## src/rtl/xfer_controller.sv

```systemverilog
// Command-driven transfer controller: streams datapath register words out on reads and gathers words for a one-cycle commit on writes.
// Optional build macro COPRO_CMD_CHECK_EN adds err_o and drops commands with reserved bits set or a bad index.
module xfer_controller #(
    parameter int unsigned WORD_W    = 32,
    parameter int unsigned NUM_REGS  = 16,
    parameter int unsigned MAX_WORDS = 8,
    parameter int unsigned ADDR_W    = 4,
    parameter logic [63:0] LEN_TABLE = 64'h1555_1144_1884_1444
) (
    input  logic                        clk_i,
    input  logic                        rst_i,
    input  logic                        cmd_valid_i,
    output logic                        cmd_ready_o,
    input  logic [WORD_W-1:0]           cmd_data_i,
    output logic                        rsp_valid_o,
    input  logic                        rsp_ready_i,
    output logic [WORD_W-1:0]           rsp_data_o,
    output logic [ADDR_W-1:0]           rd_sel_o,
    input  logic [WORD_W*MAX_WORDS-1:0] rd_data_i,
    output logic [NUM_REGS-1:0]         wr_en_o,
    output logic [WORD_W*MAX_WORDS-1:0] wr_bus_o,
`ifdef COPRO_CMD_CHECK_EN
    output logic                        err_o,
`endif
    output logic                        busy_o
);

    localparam int unsigned CNT_W = (MAX_WORDS > 1) ? $clog2(MAX_WORDS) : 1;
    localparam int unsigned BUS_W = WORD_W * MAX_WORDS;

    typedef enum logic [1:0] {IDLE, READ, WLOAD, COMMIT} state_e;

    state_e                state_q;
    logic [CNT_W-1:0]      cnt_q;
    logic [CNT_W-1:0]      last_q;
    logic [ADDR_W-1:0]     rd_sel_q;
    logic [NUM_REGS-1:0]   wr_en_q;
    logic [BUS_W-1:0]      wr_bus_q;
    logic                  cmd_ready_q;
    logic                  rsp_valid_q;
    logic                  busy_q;
`ifdef COPRO_CMD_CHECK_EN
    logic                  err_q;
`endif

    logic [ADDR_W-1:0]     cmd_idx_c;
    logic                  cmd_wr_c;
    logic                  cmd_drop_c;

    // Index of the last word for a register: table nibble with 0 -> 1 and clamp to MAX_WORDS.
    function automatic logic [CNT_W-1:0] last_idx(input logic [ADDR_W-1:0] idx);
        int unsigned n;
        n = 0;
        for (int unsigned i = 0; i < 16; i++) begin
            if (32'(idx) == i) n = 32'(LEN_TABLE[4*i +: 4]);
        end
        if (n == 0) n = 1;
        if (n > MAX_WORDS) n = MAX_WORDS;
        return CNT_W'(n - 1);
    endfunction

    assign cmd_idx_c = cmd_data_i[ADDR_W-1:0];
    assign cmd_wr_c  = cmd_data_i[WORD_W-1];
`ifdef COPRO_CMD_CHECK_EN
    assign cmd_drop_c = (32'(cmd_idx_c) >= NUM_REGS) || (|cmd_data_i[WORD_W-2:ADDR_W]);
`else
    assign cmd_drop_c = (32'(cmd_idx_c) >= NUM_REGS);
`endif

    always_ff @(posedge clk_i or posedge rst_i) begin
        if (rst_i) begin
            state_q     <= IDLE;
            cnt_q       <= '0;
            last_q      <= '0;
            rd_sel_q    <= '0;
            wr_en_q     <= '0;
            wr_bus_q    <= '0;
            cmd_ready_q <= 1'b1;
            rsp_valid_q <= 1'b0;
            busy_q      <= 1'b0;
`ifdef COPRO_CMD_CHECK_EN
            err_q       <= 1'b0;
`endif
        end else begin
            wr_en_q <= '0;
`ifdef COPRO_CMD_CHECK_EN
            err_q   <= 1'b0;
`endif
            case (state_q)
                IDLE: begin
                    if (cmd_valid_i) begin
`ifdef COPRO_CMD_CHECK_EN
                        err_q <= cmd_drop_c;
`endif
                        if (!cmd_drop_c) begin
                            rd_sel_q <= cmd_idx_c;
                            last_q   <= last_idx(cmd_idx_c);
                            cnt_q    <= '0;
                            busy_q   <= 1'b1;
                            if (cmd_wr_c) begin
                                state_q  <= WLOAD;
                                wr_bus_q <= '0;
                            end else begin
                                state_q     <= READ;
                                cmd_ready_q <= 1'b0;
                                rsp_valid_q <= 1'b1;
                            end
                        end
                    end
                end
                READ: begin
                    if (rsp_ready_i) begin
                        if (cnt_q == last_q) begin
                            state_q     <= IDLE;
                            rsp_valid_q <= 1'b0;
                            cmd_ready_q <= 1'b1;
                            busy_q      <= 1'b0;
                        end else begin
                            cnt_q <= cnt_q + CNT_W'(1);
                        end
                    end
                end
                WLOAD: begin
                    if (cmd_valid_i) begin
                        wr_bus_q[WORD_W*32'(cnt_q) +: WORD_W] <= cmd_data_i;
                        if (cnt_q == last_q) begin
                            state_q     <= COMMIT;
                            cmd_ready_q <= 1'b0;
                            wr_en_q     <= NUM_REGS'(1) << rd_sel_q;
                        end else begin
                            cnt_q <= cnt_q + CNT_W'(1);
                        end
                    end
                end
                COMMIT: begin
                    state_q     <= IDLE;
                    cmd_ready_q <= 1'b1;
                    busy_q      <= 1'b0;
                end
                default: state_q <= IDLE;
            endcase
        end
    end

    // Read data is a live mux of the combinational datapath bus, selected by the registered index/count.
    assign rsp_data_o  = rd_data_i[WORD_W*32'(cnt_q) +: WORD_W];
    assign cmd_ready_o = cmd_ready_q;
    assign rsp_valid_o = rsp_valid_q;
    assign rd_sel_o    = rd_sel_q;
    assign wr_en_o     = wr_en_q;
    assign wr_bus_o    = wr_bus_q;
    assign busy_o      = busy_q;
`ifdef COPRO_CMD_CHECK_EN
    assign err_o       = err_q;
`endif

endmodule

```

## config.mk

```make
export PLATFORM = sky130hd
export DESIGN_NAME = xfer_controller
export DESIGN_NICKNAME = d
export VERILOG_FILES = /design/src/rtl/xfer_controller.sv
export SDC_FILE = /design/constraint.sdc
export NUM_CORES = 1
export LEC_CHECK = 0
export BUFFER_PORTS_ARGS = -buffer_cell sky130_fd_sc_hd__buf_2
export CORE_AREA = 10 10 225 227
export DETAILED_ROUTE_END_ITERATION = 12
export DIE_AREA = 0 0 235 237
export SLEW_MARGIN = 20
export SYNTH_ARGS = -nofsm -noshare
export SYNTH_HDL_FRONTEND = slang
export SYNTH_SLANG_ARGS = --single-unit
```

## constraint.sdc

```tcl
create_clock -name clk_i -period 10.56 [get_ports clk_i]
set_input_delay 0.528 -clock clk_i [delete_from_list [all_inputs] [get_ports clk_i]]
set_output_delay 0.528 -clock clk_i [all_outputs]
set_load 0.03 [all_outputs]
```

==> reports/qor.txt <==
status: finished, final reports clean
Chip Height: 237 µm
R2R setup slack: 7300 ps
final setup fails: 0
CP Capture Type: primary output
dpl cell area: 0.01609 mm²
CTS Hold Bufs: 0
nets: 1816
CP Class: flop to primary output
crit path DAT: 3160 ps
most common library cells after synthesis: dfrtp_1, a22o_1, nand2_1, mux4_2, buf_2
Placement Rows: 79
Cells after Synth: 963
Design Area, Final: 0.01726 mm²
setup bufs post-CTS: 0
flops & latches, synth: 286
R2R cell count: 7
Hold Vio Cnt, Final: 0
drt first pass iters: 5
later-pin clock latency in the skew report: 530 ps
Die Area: 0.05570 mm²
Worst-path clk slew: 60 ps
die span in x: 235 µm
DRT antenna net count: 0
max-slew violations: 0
DRC errors left: 0
minimum clock period: 3684 ps
Post-DP HPWL: 45.58 mm
Initial Util: 27.31%
TritonCTS clock tree: built
Core ar.: 0.04616 mm²
Port Buffers: 602
sequential share of the synthesized area: 56.78%
Fin Setup TNS: 0 ps
antenna violations before repair: 9
dpl cells: 2083
Synth Flop Type: dfrtp_1
most common cell in the netlist: dfrtp_1
total congestion overflow: 0
post-synthesis area per instance: 13.09 µm²
RePlAce Congestion: 0.9215
YS warnings: 0
worst hold path class: input port to asynchronous set/reset pin
Worst Tran Pin Value: 1026 ps
highest clock rate: 271.4 MHz
WL final: 59.63 mm
DRT iter0 DRCs: 832
VDD IR max: 0.0001114 V
Lkg Pwr: 9.293 nW
cell area after synthesis: 0.01261 mm²
IO Count: 603
synth unique cells: 38
maximum fanout along the worst path: 48
Worst setup SP type: flop
WP data required: 10030 ps
via count: 11190
cell taking the most area after synthesis: dfrtp_1
Post-synth EDFFs: 0
Post-CTS Resized: 0
fillcell total: 4488
area growth from synthesis to layout: 36.89%
number of buffers created by CTS: 34
Max H-tree Level: 2
first-pass GRT wire length: 85.64 mm
Mapped Nets: 1265
Max-cap violations: 0
layout cells sized above 1: 49.51%
total global-route track usage: 20.45%
Cell Pwr Density: 231.8 mW/mm²
drt wl/cell: 27.75 µm
vias in the first global route: 11700
non-filler cells in the finished layout: 2149
Root Buffer: clkbuf_16
Synth area leaders: dfrtp_1, a22o_1, mux4_2, nand2_1, buf_2
clk_skew: 26.03 ps
clk buf depth: 3
# clock sinks: 286
Synth async-reset ratio: 100.0%
Synth top area share: 56.58%
Slew Limit Headroom: 31.44%
via-per-instance ratio: 5.206
pin count of the biggest net entering global routing: 154
final worst path period share: 34.89%
RSZ-0062 raised after global routing: no
[per-layer routing]
| layer | wire length (µm) | GRT usage, % |
|---|---|---|
| met5 | 0 | 0 |
| met4 | 2048 | 7.468 |
| met1 | 22450 | 23.20 |
| met2 | 31340 | 36.82 |
| met3 | 3793 | 4.701 |
[layout by cell type (no fill, tap or decap), types with 3 or more instances in the layout]
cell / count
a21oi_1: 5
clkbuf_8: 7
nor2_1: 20
clkbuf_16: 35
dfrtp_1: 283
nor2_4: 5
buf_2: 602
mux2_2: 7
nand2b_1: 3
inv_1: 9
nor3_2: 3
nand3b_1: 4
o21ai_1: 3
clkinvlp_4: 3
a22o_1: 252
buf_4: 15
mux2i_1: 4
mux4_2: 64
o21ai_0: 11
a21o_1: 8
diode_2: 3
nand2_1: 126
ha_1: 10
clkbuf_1: 4
clkinv_2: 9
nor3_1: 8
a22oi_1: 5
[registers in the layout, summed over array words and instances, names as in the netlist]
name and cells:
state_q 2, cnt_q 3, cmd_ready_o 1, wr_bus_o 256, last_q 2, wr_en_o 16, busy_o 1, rsp_valid_o 1
rd_sel_o 4
[per-stage QoR]
step | hold slack (ps) | utilization [%] | worst slack [ps] | power, mW
2_1_floorplan | 464.8 | - | 2141 | 2.336
3_3_place_gp | 465.0 | 34.86 | 7276 | 2.867
3_5_place_dp | 470.5 | 34.86 | 7187 | 2.891
4_1_cts | 245.0 | 37.25 | 6745 | 4.054
5_1_grt | 260.0 | 37.38 | 6579 | 4.185
6_report | 215.1 | 37.38 | 6876 | 3.999
[area by class of cell]
class | instances | area [µm²] | area share [%]
Tap cell | 607 | 759.5 | 4.401
Sequential cell | 286 | 7163 | 41.51
Clock buffer | 46 | 987.2 | 5.721
Clock inverter | 15 | 115.1 | 0.6670
Timing Repair Buffer | 620 | 3201 | 18.55
Inverter | 11 | 48.80 | 0.2828
Antenna cell | 3 | 7.507 | 0.04350
Multi-Input combinational cell | 561 | 4975 | 28.83
[critical path: stages, from the launching register on]
cell and delay [ps]:
dfrtp_4 710, buf_4 780, mux4_2 600, nand2_1 80
nand2_1 150, buf_2 250
[power breakdown]
part | switching (mW) | total (mW) | internal [mW] | leakage, nW
registers | 0.0857 | 1.26 | 1.17 | 3.96
logic | 1.06 | 1.59 | 0.528 | 4.78
clock network | 0.471 | 1.15 | 0.683 | 0.545
total | 1.62 | 4.00 | 2.38 | 9.29
[kinds of logic after synthesis]
kind of cell,after synthesis,synth area share (%)
DFF,286,56.78
adders and majority gates,10,0.9926
muxes,75,12.38
buffers and inverters,116,4.129
AOI/OAI and AO/OA,294,19.63
xor gates and xnor gates,1,0.06949
and+or+nand+nor,181,6.015
[worst paths after layout]
path / from / endpoint
min in group clk_i: cmd_data_i[23] / wr_bus_o[119]$_DFFE_PP0P_
max in group asynchronous: rst_i / wr_bus_o[90]$_DFFE_PP0P_
worst max register to register: cnt_q[0]$_DFFE_PP0P_ / wr_bus_o[193]$_DFFE_PP0P_
worst min-delay path: rst_i / wr_bus_o[72]$_DFFE_PP0P_
worst max-delay path: cnt_q[0]$_DFFE_PP0P_ / rsp_data_o[18]
worst min register to register: cmd_ready_o$_DFFE_PP1P_ / cmd_ready_o$_DFFE_PP1P_
Power figures use the tool's default switching activity.
